## config.mk

```make
export PLATFORM = sky130hd
export DESIGN_NAME = uart_rx_core
export DESIGN_NICKNAME = d
export VERILOG_FILES = /design/src/rtl/uart_pkg.sv /design/src/rtl/uart_rxd.sv /design/src/rtl/uart_rx_core.sv
export SDC_FILE = /design/constraint.sdc
export NUM_CORES = 1
export LEC_CHECK = 0
export CAP_MARGIN = 0
export CORE_MARGIN = 8
export CORE_UTILIZATION = 58
export DETAILED_ROUTE_END_ITERATION = 6
export GPL_TIMING_DRIVEN = 1
export PLACE_DENSITY = 0.8
export SYNTH_ARGS = -nofsm -noshare
export SYNTH_HDL_FRONTEND = slang
export SYNTH_SLANG_ARGS = --single-unit
```

## constraint.sdc

```tcl
create_clock -name clk_i -period 3.02 [get_ports clk_i]
set_input_delay 0.302 -clock clk_i [delete_from_list [all_inputs] [get_ports clk_i]]
set_output_delay 0.302 -clock clk_i [all_outputs]
set_load 0.01 [all_outputs]
```

## src/rtl/uart_pkg.sv

```systemverilog
// Shared definitions for the UART receive path: receiver FSM states,
// Avalon register addresses and STATUS/CTRL bit positions.
package uart_pkg;

    typedef enum logic [2:0] {
        IDLE,
        START,
        DATA,
        STOP,
        BRK
    } rx_state_t;

    localparam logic [3:0] ADDR_DATA   = 4'h0;
    localparam logic [3:0] ADDR_STATUS = 4'h1;
    localparam logic [3:0] ADDR_CTRL   = 4'h2;

    localparam int STAT_NOT_EMPTY = 0;
    localparam int STAT_FULL      = 1;
    localparam int STAT_FRAME_ERR = 2;
    localparam int STAT_OVERRUN   = 3;
    localparam int STAT_LEVEL_LSB = 4;

    localparam int CTRL_CLR_FERR = 0;
    localparam int CTRL_CLR_OVR  = 1;
    localparam int CTRL_FLUSH    = 2;

endpackage

```

## src/rtl/uart_rxd.sv

```systemverilog
// 8N1 deserialiser: input synchronizer, mid-bit baud counter and receive FSM.
// Emits one-cycle valid / frame_err pulses at the stop-bit sample.
module uart_rxd
    import uart_pkg::*;
#(
    parameter int BIT_CYCLES = 868
) (
    input  logic       clk_i,
    input  logic       arst_n_i,
    input  logic       rxd_i,
    output logic [7:0] d_o,
    output logic       valid_o,
    output logic       frame_err_o
);

    localparam int CNT_W = $clog2(BIT_CYCLES + 1);
    localparam logic [CNT_W-1:0] FULL_LOAD = CNT_W'(BIT_CYCLES - 1);
    localparam logic [CNT_W-1:0] HALF_LOAD = CNT_W'(BIT_CYCLES / 2 - 1);

    logic [1:0]       sync_q;
    logic             rxd_s;
    rx_state_t        state_q, state_d;
    logic [CNT_W-1:0] cnt_q, cnt_d;
    logic [2:0]       idx_q, idx_d;
    logic [7:0]       shreg_q, shreg_d;
    logic             bit_tick;

    // Both stages reset high so reset never looks like a start bit.
    always_ff @(posedge clk_i or negedge arst_n_i) begin
        if (!arst_n_i) begin
            sync_q <= 2'b11;
        end else begin
            sync_q <= {sync_q[0], rxd_i};
        end
    end

    assign rxd_s    = sync_q[1];
    assign bit_tick = (cnt_q == '0);

    always_ff @(posedge clk_i or negedge arst_n_i) begin
        if (!arst_n_i) begin
            state_q <= IDLE;
            cnt_q   <= '0;
            idx_q   <= '0;
            shreg_q <= '0;
        end else begin
            state_q <= state_d;
            cnt_q   <= cnt_d;
            idx_q   <= idx_d;
            shreg_q <= shreg_d;
        end
    end

    always_comb begin
        state_d     = state_q;
        cnt_d       = cnt_q;
        idx_d       = idx_q;
        shreg_d     = shreg_q;
        valid_o     = 1'b0;
        frame_err_o = 1'b0;
        case (state_q)
            IDLE: begin
                if (!rxd_s) begin
                    state_d = START;
                    cnt_d   = HALF_LOAD;
                end
            end
            START: begin
                if (!bit_tick) begin
                    cnt_d = cnt_q - 1'b1;
                end else if (!rxd_s) begin
                    state_d = DATA;
                    cnt_d   = FULL_LOAD;
                    idx_d   = 3'd0;
                end else begin
                    state_d = IDLE;
                end
            end
            DATA: begin
                if (!bit_tick) begin
                    cnt_d = cnt_q - 1'b1;
                end else begin
                    shreg_d[idx_q] = rxd_s;
                    cnt_d          = FULL_LOAD;
                    idx_d          = idx_q + 3'd1;
                    if (idx_q == 3'd7) begin
                        state_d = STOP;
                    end
                end
            end
            STOP: begin
                if (!bit_tick) begin
                    cnt_d = cnt_q - 1'b1;
                end else if (rxd_s) begin
                    valid_o = 1'b1;
                    state_d = IDLE;
                end else begin
                    frame_err_o = 1'b1;
                    state_d     = BRK;
                end
            end
            // A held-low line must return high before another start bit counts.
            BRK: begin
                if (rxd_s) begin
                    state_d = IDLE;
                end
            end
            default: state_d = IDLE;
        endcase
    end

    assign d_o = shreg_q;

endmodule

```

## src/rtl/uart_rx_core.sv

```systemverilog
// UART receiver with a small receive FIFO, sticky error flags and an
// Avalon-MM slave exposing DATA / STATUS / CTRL registers plus an IRQ.
module uart_rx_core
    import uart_pkg::*;
#(
    parameter int CLK_FREQ   = 100_000_000,
    parameter int BAUD_RATE  = 115_200,
    parameter int FIFO_DEPTH = 4
) (
    input  logic       clk_i,
    input  logic       arst_n_i,
    input  logic [3:0] avms_address_i,
    input  logic       avms_read_i,
    input  logic       avms_write_i,
    input  logic [7:0] avms_writedata_i,
    output logic [7:0] avms_readdata_o,
    input  logic       uart_rxd_i,
    output logic       irq_o
);

    localparam int BIT_CYCLES = (CLK_FREQ + BAUD_RATE / 2) / BAUD_RATE;
    localparam int PTR_W      = $clog2(FIFO_DEPTH);

    logic [7:0]   rx_d;
    logic         rx_valid, rx_ferr;
    logic [7:0]   mem_q [FIFO_DEPTH];
    logic [PTR_W:0] wr_ptr_q, wr_ptr_d, rd_ptr_q, rd_ptr_d, level;
    logic [3:0]   level4;
    logic         empty, full, rd_data, wr_ctrl, pop, push_ok, flush;
    logic         frame_err_q, frame_err_d, overrun_q, overrun_d;
    logic [7:0]   readdata_q, readdata_d, status;
    logic         irq_q, irq_d;
    logic         wdata_unused;

    uart_rxd #(
        .BIT_CYCLES (BIT_CYCLES)
    ) u_rxd (
        .clk_i       (clk_i),
        .arst_n_i    (arst_n_i),
        .rxd_i       (uart_rxd_i),
        .d_o         (rx_d),
        .valid_o     (rx_valid),
        .frame_err_o (rx_ferr)
    );

    assign level   = wr_ptr_q - rd_ptr_q;
    assign level4  = 4'(level);
    assign empty   = (level == '0);
    assign full    = (level == (PTR_W + 1)'(FIFO_DEPTH));
    assign rd_data = avms_read_i && (avms_address_i == ADDR_DATA);
    assign wr_ctrl = avms_write_i && (avms_address_i == ADDR_CTRL);
    assign flush   = wr_ctrl && avms_writedata_i[CTRL_FLUSH];
    assign pop     = rd_data && !empty;
    // A pop in the same cycle frees the slot, so a push into a full FIFO still lands.
    assign push_ok = rx_valid && (!full || pop);
    assign status  = {level4, overrun_q, frame_err_q, full, !empty};
    assign wdata_unused = ^avms_writedata_i[7:3];

    always_comb begin
        wr_ptr_d = wr_ptr_q;
        rd_ptr_d = rd_ptr_q;
        if (flush) begin
            wr_ptr_d = '0;
            rd_ptr_d = '0;
        end else begin
            if (push_ok) wr_ptr_d = wr_ptr_q + 1'b1;
            if (pop)     rd_ptr_d = rd_ptr_q + 1'b1;
        end

        // Setting takes priority over a same-cycle software clear.
        frame_err_d = rx_ferr ||
                      (frame_err_q && !(wr_ctrl && avms_writedata_i[CTRL_CLR_FERR]));
        overrun_d   = (rx_valid && full && !pop) ||
                      (overrun_q && !(wr_ctrl && avms_writedata_i[CTRL_CLR_OVR]));

        readdata_d = readdata_q;
        if (avms_read_i) begin
            case (avms_address_i)
                ADDR_DATA:   readdata_d = empty ? 8'h00 : mem_q[rd_ptr_q[PTR_W-1:0]];
                ADDR_STATUS: readdata_d = status;
                default:     readdata_d = 8'h00;
            endcase
        end

        irq_d = (wr_ptr_d != rd_ptr_d) || frame_err_d || overrun_d;
    end

    always_ff @(posedge clk_i or negedge arst_n_i) begin
        if (!arst_n_i) begin
            wr_ptr_q    <= '0;
            rd_ptr_q    <= '0;
            frame_err_q <= 1'b0;
            overrun_q   <= 1'b0;
            readdata_q  <= 8'h00;
            irq_q       <= 1'b0;
        end else begin
            wr_ptr_q    <= wr_ptr_d;
            rd_ptr_q    <= rd_ptr_d;
            frame_err_q <= frame_err_d;
            overrun_q   <= overrun_d;
            readdata_q  <= readdata_d;
            irq_q       <= irq_d;
        end
    end

    // Storage needs no reset; the pointers define which entries are valid.
    always_ff @(posedge clk_i) begin
        if (push_ok && !flush) begin
            mem_q[wr_ptr_q[PTR_W-1:0]] <= rx_d;
        end
    end

    assign avms_readdata_o = readdata_q;
    assign irq_o           = irq_q;

endmodule

```

# After elaboration in Yosys (flattened, before gate mapping)
# Memories as Yosys holds them, arrays and structs flattened.
# Cells that the tools add are included.
[op_classes]
order_cmp = 2
addsub = 5
n_eq_ne = 18
n_reduce_logical = 34
n_mux = 36
[ops]
columns = ["cell", "n"]
rows = [
  ["$mux W10", 5],
  ["$mux W3", 14],
  ["$pmux W10 S4", 1],
  ["$pmux W8 S2", 1],
  ["$pmux W3 S5", 1],
  ["$logic_and A1 B1 Y1", 13],
  ["$logic_not A10 Y1", 1],
  ["$ne A2 B1 Y1 const B", 5],
  ["$sub A10 B1 Y10 const B", 1],
  ["$add A3 B1 Y3 const B", 3],
  ["$eq A3 B3 Y1 const B", 3],
  ["$mux W1", 9],
  ["$bwmux W8", 1],
  ["$mux W8", 1],
  ["$reduce_and A4 Y1", 2],
  ["$eq A3 B2 Y1 const B", 2],
  ["$logic_not A1 Y1", 6],
  ["$logic_not A3 Y1", 2],
  ["$ne A2 B2 Y1 const B", 3],
  ["$pmux W3 S2", 1],
  ["$reduce_and A6 Y1", 1],
  ["$logic_or A1 B1 Y1", 5],
  ["$eq A4 B1 Y1 const B", 1],
  ["$eq A4 B2 Y1 const B", 1],
  ["other kinds (12)", 12],
]
[totals]
output_inout_bits = 9
mem_count = 1
mem_bits_rw = 32
wordCells = 107
reg_bits = 43
[mem_list]
columns = ["memory", "depth", "word_bits", "read_ports", "rd_clocked_by_memory_dff", "wr", "line_no", "rtl"]
rows = [
  ["mem_q", 4, 8, 1, 0, 1, "uart_rx_core.sv:26", "logic [7:0] mem_q [FIFO_DEPTH];"],
]

# Longest topological paths before layout
[depth]
depth_word = 11
mapped_depth = 10
ltp_nobuf = 9

# Cells and area by module
# From an unflattened synthesis, not the netlist that was laid out.
[hier_totals]
cells_unflattened = 305
area_unflattened_um2 = 3716.1
[by_module_without_submodules]
columns = ["mod", "instances", "seq_area_each_um2", "area_per_inst_um2", "cells_each"]
rows = [
  ["uart_rx_core", 1, 1386.3, 2252.2, 149],
  ["uart_rxd", 1, 653.1, 1463.9, 156],
]

# Least setup slack after synthesis
# No wires, ideal clock.
[synth_timing]
kind = "register to register"
startpoint = "reg wr_ptr_q[0]"
endpoint = "reg irq_q, in the netlist irq_o"
t_arrival_ns = 2.552
n_path_buf = 0
stages_incl_launch_ff = 10
path_slack_ns = 0.364
cell_sequence = "dfrtp_1 inv_1 ha_1 fa_1 xor3_1 o211ai_1 mux2i_1 xnor2_1 nor3_1 o311ai_1"
[synth_via]
elab_chain_cells = 11
elab_cells_between_ends = 20
cone_classes = "2 x add/sub; 2 x eq/ne; 4 x mux; 12 x reduce/logical"
[synth_rtl]
columns = ["element", "line_no", "rtl"]
rows = [
  ["from (decl)", "uart_rx_core.sv:27", "logic [PTR_W:0] wr_ptr_q, wr_ptr_d, rd_ptr_q, rd_ptr_d, level;"],
  ["from (signal assigned)", "uart_rx_core.sv:97", "wr_ptr_q <= wr_ptr_d;"],
  ["$sub A3 B3 Y3", "uart_rx_core.sv:46", "assign level = wr_ptr_q - rd_ptr_q;"],
  ["$logic_not A3 Y1", "uart_rx_core.sv:48", "assign empty = (level == '0);"],
  ["$logic_not A1 Y1", "uart_rx_core.sv:53", "assign pop = rd_data && !empty;"],
  ["$logic_and A1 B1 Y1", "uart_rx_core.sv:53", ""],
  ["$logic_or A1 B1 Y1", "uart_rx_core.sv:55", "assign push_ok = rx_valid && (!full || pop);"],
  ["$logic_and A1 B1 Y1", "uart_rx_core.sv:55", ""],
  ["$mux W3", "uart_rx_core.sv:66", "if (push_ok) wr_ptr_d = wr_ptr_q + 1'b1;"],
  ["$mux W3", "uart_rx_core.sv:62", "if (flush) begin"],
  ["$ne A3 B3 Y1", "uart_rx_core.sv:85", "irq_d = (wr_ptr_d != rd_ptr_d) || frame_err_d || overrun_d;"],
  ["$logic_or A1 B1 Y1", "uart_rx_core.sv:85", ""],
  ["$logic_or A1 B1 Y1 *", "uart_rx_core.sv:85", ""],
  ["named net irq_d", "uart_rx_core.sv:32", "logic irq_q, irq_d;"],
  ["to (signal assigned)", "uart_rx_core.sv:102", "irq_q <= irq_d;"],
  ["to (decl)", "uart_rx_core.sv:32", ""],
]
# Mark *: on every way through the listed nets, which the timed path passes. The rest lies on a longest branch.
# A chain may end at the register's enable or synchronous reset.

# Final worst setup path
# Ends and elaborated chain as after synthesis.

==> out/metrics.cfg <==
[floorplanning]
initial_core_util_pct=59.2
dieArea_um2=9170
die_h_um=95.8
fp.dieW_um=95.8
core_area_um2=6240
io_pins=26
placementRows=29

[timing]
grt_setup_unrepaired=no
period_share_pct=95.5
finalSetupViolCount=0
finalMaxSlewViolations=0
worstMarginPinSlew_ns=0.989
tns_ns=0
skew_ns=0.00944
hold-worst-slack_ns=0.116
max_slew_margin_pct=34.0
fin_crit_ns=2.88
fmax_mhz=347
finalHoldViolations=0

[power]
vdd_ir_drop_max_mv=0.531
finalPower_w=0.00231
power.static_leakage_nw=1.80
p_per_area_nw_per_um2=551

[worst_setup_path]
arrival_ns=3.13
crit_path_frequent_cell=o311ai_1
worst_setup_path_end_kind=register
path_max_fanout=4
max_stage_delay_ns=0.44
crit_buf_inv=1
critPathKind=reg2reg
worstPathRequired_ns=3.27
path_depth=9
reg2reg_depth=9
path_cells=inv_1 -> ha_1 -> fa_1 -> xor3_1 -> o311ai_1 -> nand4_2 -> xnor3_1 -> or2_2 -> o311ai_1
ff2ff_setup_slack_ns=0.14
path_delay_family=XOR/XNOR gates
crit_slowest_cell=xor3_1
critPathLaunchType=register

[finish]
stdcell_count=409
drive_above_1_share_pct=18.7
nets=355
areaGrowthSynthToFinish_pct=13.6
fin_util_pct=67.2
antenna_cells=0
final.fill_count=430
final_common_cell=dfrtp_1
mostFrequentLayoutCells=41 x dfrtp_1, 38 x nor2_1, 32 x edfxtp_1, 23 x nand2_1, 19 x clkdlybuf4s50_1

[clocking]
cts_buffers=9
cts.path.max_buffers=2
hold_buffers=0
cts-htree-levels=3
path_clk_slew_ns=0.08
cts_tree=done
cts.sinks=75
clk_latency_ns=0.35
root_buffer=clkbuf_8

[hold_path]
min_path_type=in2async

[job]
max-cap-violations=0

[placement]
place_hpwl_um=4840
gp_congestion=0.818
placed_cells=392
portBuffers=20

[route]
wl_um=6950
firstDrtPassIters=4
vias=2420
drc=0
drt.antenna.violating_nets=0
wl_per_cell_um=17.0
drtIter0Drc=121
via_per_inst=5.92

[synthesis]
yosysWarnings=0
synth_edf_count=32
ys_seq_area_share_pct=55.2
synth_seq_cells=75
syn_area_per_cell_um2=12.4
synth_fp_nets=326
yosysUniqueCellTypes=68
netlist_area_um2=3690
syn_inst=298
ys.flop_type=dfrtp_1
async_flop_share_pct=57.3

[global_route]
first_global_vias=2462
grt_usage_pct=16.6
antenna_found_initial=0
grt_remaining_overflow=0
grt_pass1_wl_um=11600
grt_max_degree=44

[status]
status=finished, final reports clean

-- registers in the layout, indices dropped and copies added (netlist names) --
| signal | flops |
|---|---|
| u_rxd.cnt_q | 10 |
| u_rxd.d_o | 8 |
| overrun_q | 1 |
| u_rxd.sync_q | 2 |
| mem_q | 32 |
| u_rxd.idx_q | 3 |
| wr_ptr_q | 3 |
| frame_err_q | 1 |
| u_rxd.state_q | 3 |
| irq_o | 1 |
| avms_readdata_o | 8 |
| rd_ptr_q | 3 |
-- layer usage --
layer / global-route usage [%] / vias up / routed length [µm]
met4: 7.04 / 0 / 118
li1: - / 1156 / -
met3: 3.98 / 12 / 397
met2: 28.5 / 70 / 3470
met5: 0 / - / 0
met1: 19.5 / 1182 / 2970
-- kinds of logic after synthesis --
group | count (synthesis) | share of synthesized area [%]
simple gates | 108 | 16.3
buf+inv | 27 | 3.15
xor+xnor | 14 | 4.10
fa+ha+maj | 11 | 3.93
mux | 19 | 8.54
compound gates | 44 | 8.78
flops | 75 | 55.2
-- synthesized netlist by cell type (3+ instances only) --
library cell / instances / area (µm²)
nor2_1: 38 / 143
o41ai_1: 3 / 26.3
nand4_1: 3 / 18.8
xnor2_1: 10 / 87.6
buf_2: 3 / 15.0
edfxtp_1: 32 / 961
nor3_1: 4 / 20.0
ha_1: 10 / 125
dfrtp_1: 41 / 1030
nor4_1: 4 / 25.0
a21oi_1: 8 / 40.0
mux4_2: 8 / 180
a221oi_1: 5 / 43.8
mux2_4: 4 / 60.1
mux2_2: 3 / 33.8
clkbuf_1: 8 / 30.0
mux2i_1: 3 / 30.0
or3_1: 4 / 25.0
nand3_1: 4 / 20.0
o21ai_0: 4 / 20.0
nand2_1: 23 / 86.3
and3_1: 5 / 31.3
inv_1: 13 / 48.8
-- power by group --
part / internal (W) / leakage [nW] / switching [W]
combinational: 0.000227 / 0.784 / 0.000259
sequential: 0.00109 / 0.926 / 0.0000246
clock: 0.000311 / 0.0872 / 0.000397
total: 0.00163 / 1.80 / 0.000681
-- timing repair --
item                       4_1_cts  5_1_grt
setup buffers                    0        1
gates resized for setup          0        1
setup endpoints to repair        0        1
-- metrics by stage --
stage	setup slack, ns	area, µm²
final	0.136	4190
after global routing	0.0212	4190
after CTS	0.0744	4180
after detailed placement	0.113	4000
after global placement	0.214	4000
after floorplan	0.364	3690
-- layout make-up --
type	instances	area (µm²)	area share, %
flip-flops and latches	75	2040	48.6
well taps	77	96.3	2.30
clock inverters	7	58.8	1.40
inverters	13	48.8	1.16
multi-input cells	196	1540	36.7
clock buffers	9	124	2.95
repair buffers	32	285	6.80
-- worst paths after layout --
kind | startpoint | to
worst max register to register | wr_ptr_q[0]$_DFF_PN0_ | irq_o$_DFF_PN0_
worst min-delay path | arst_n_i | avms_readdata_o[7]$_DFFE_PN0P_
max in group asynchronous | arst_n_i | u_rxd.state_q[0]$_DFFE_PN0P_
worst min register to register | u_rxd.sync_q[0]$_DFF_PN1_ | u_rxd.sync_q[1]$_DFF_PN1_
min in group clk_i | uart_rxd_i | u_rxd.sync_q[0]$_DFF_PN1_
worst max-delay path | wr_ptr_q[0]$_DFF_PN0_ | irq_o$_DFF_PN0_
(Power assumes the default switching activity.)
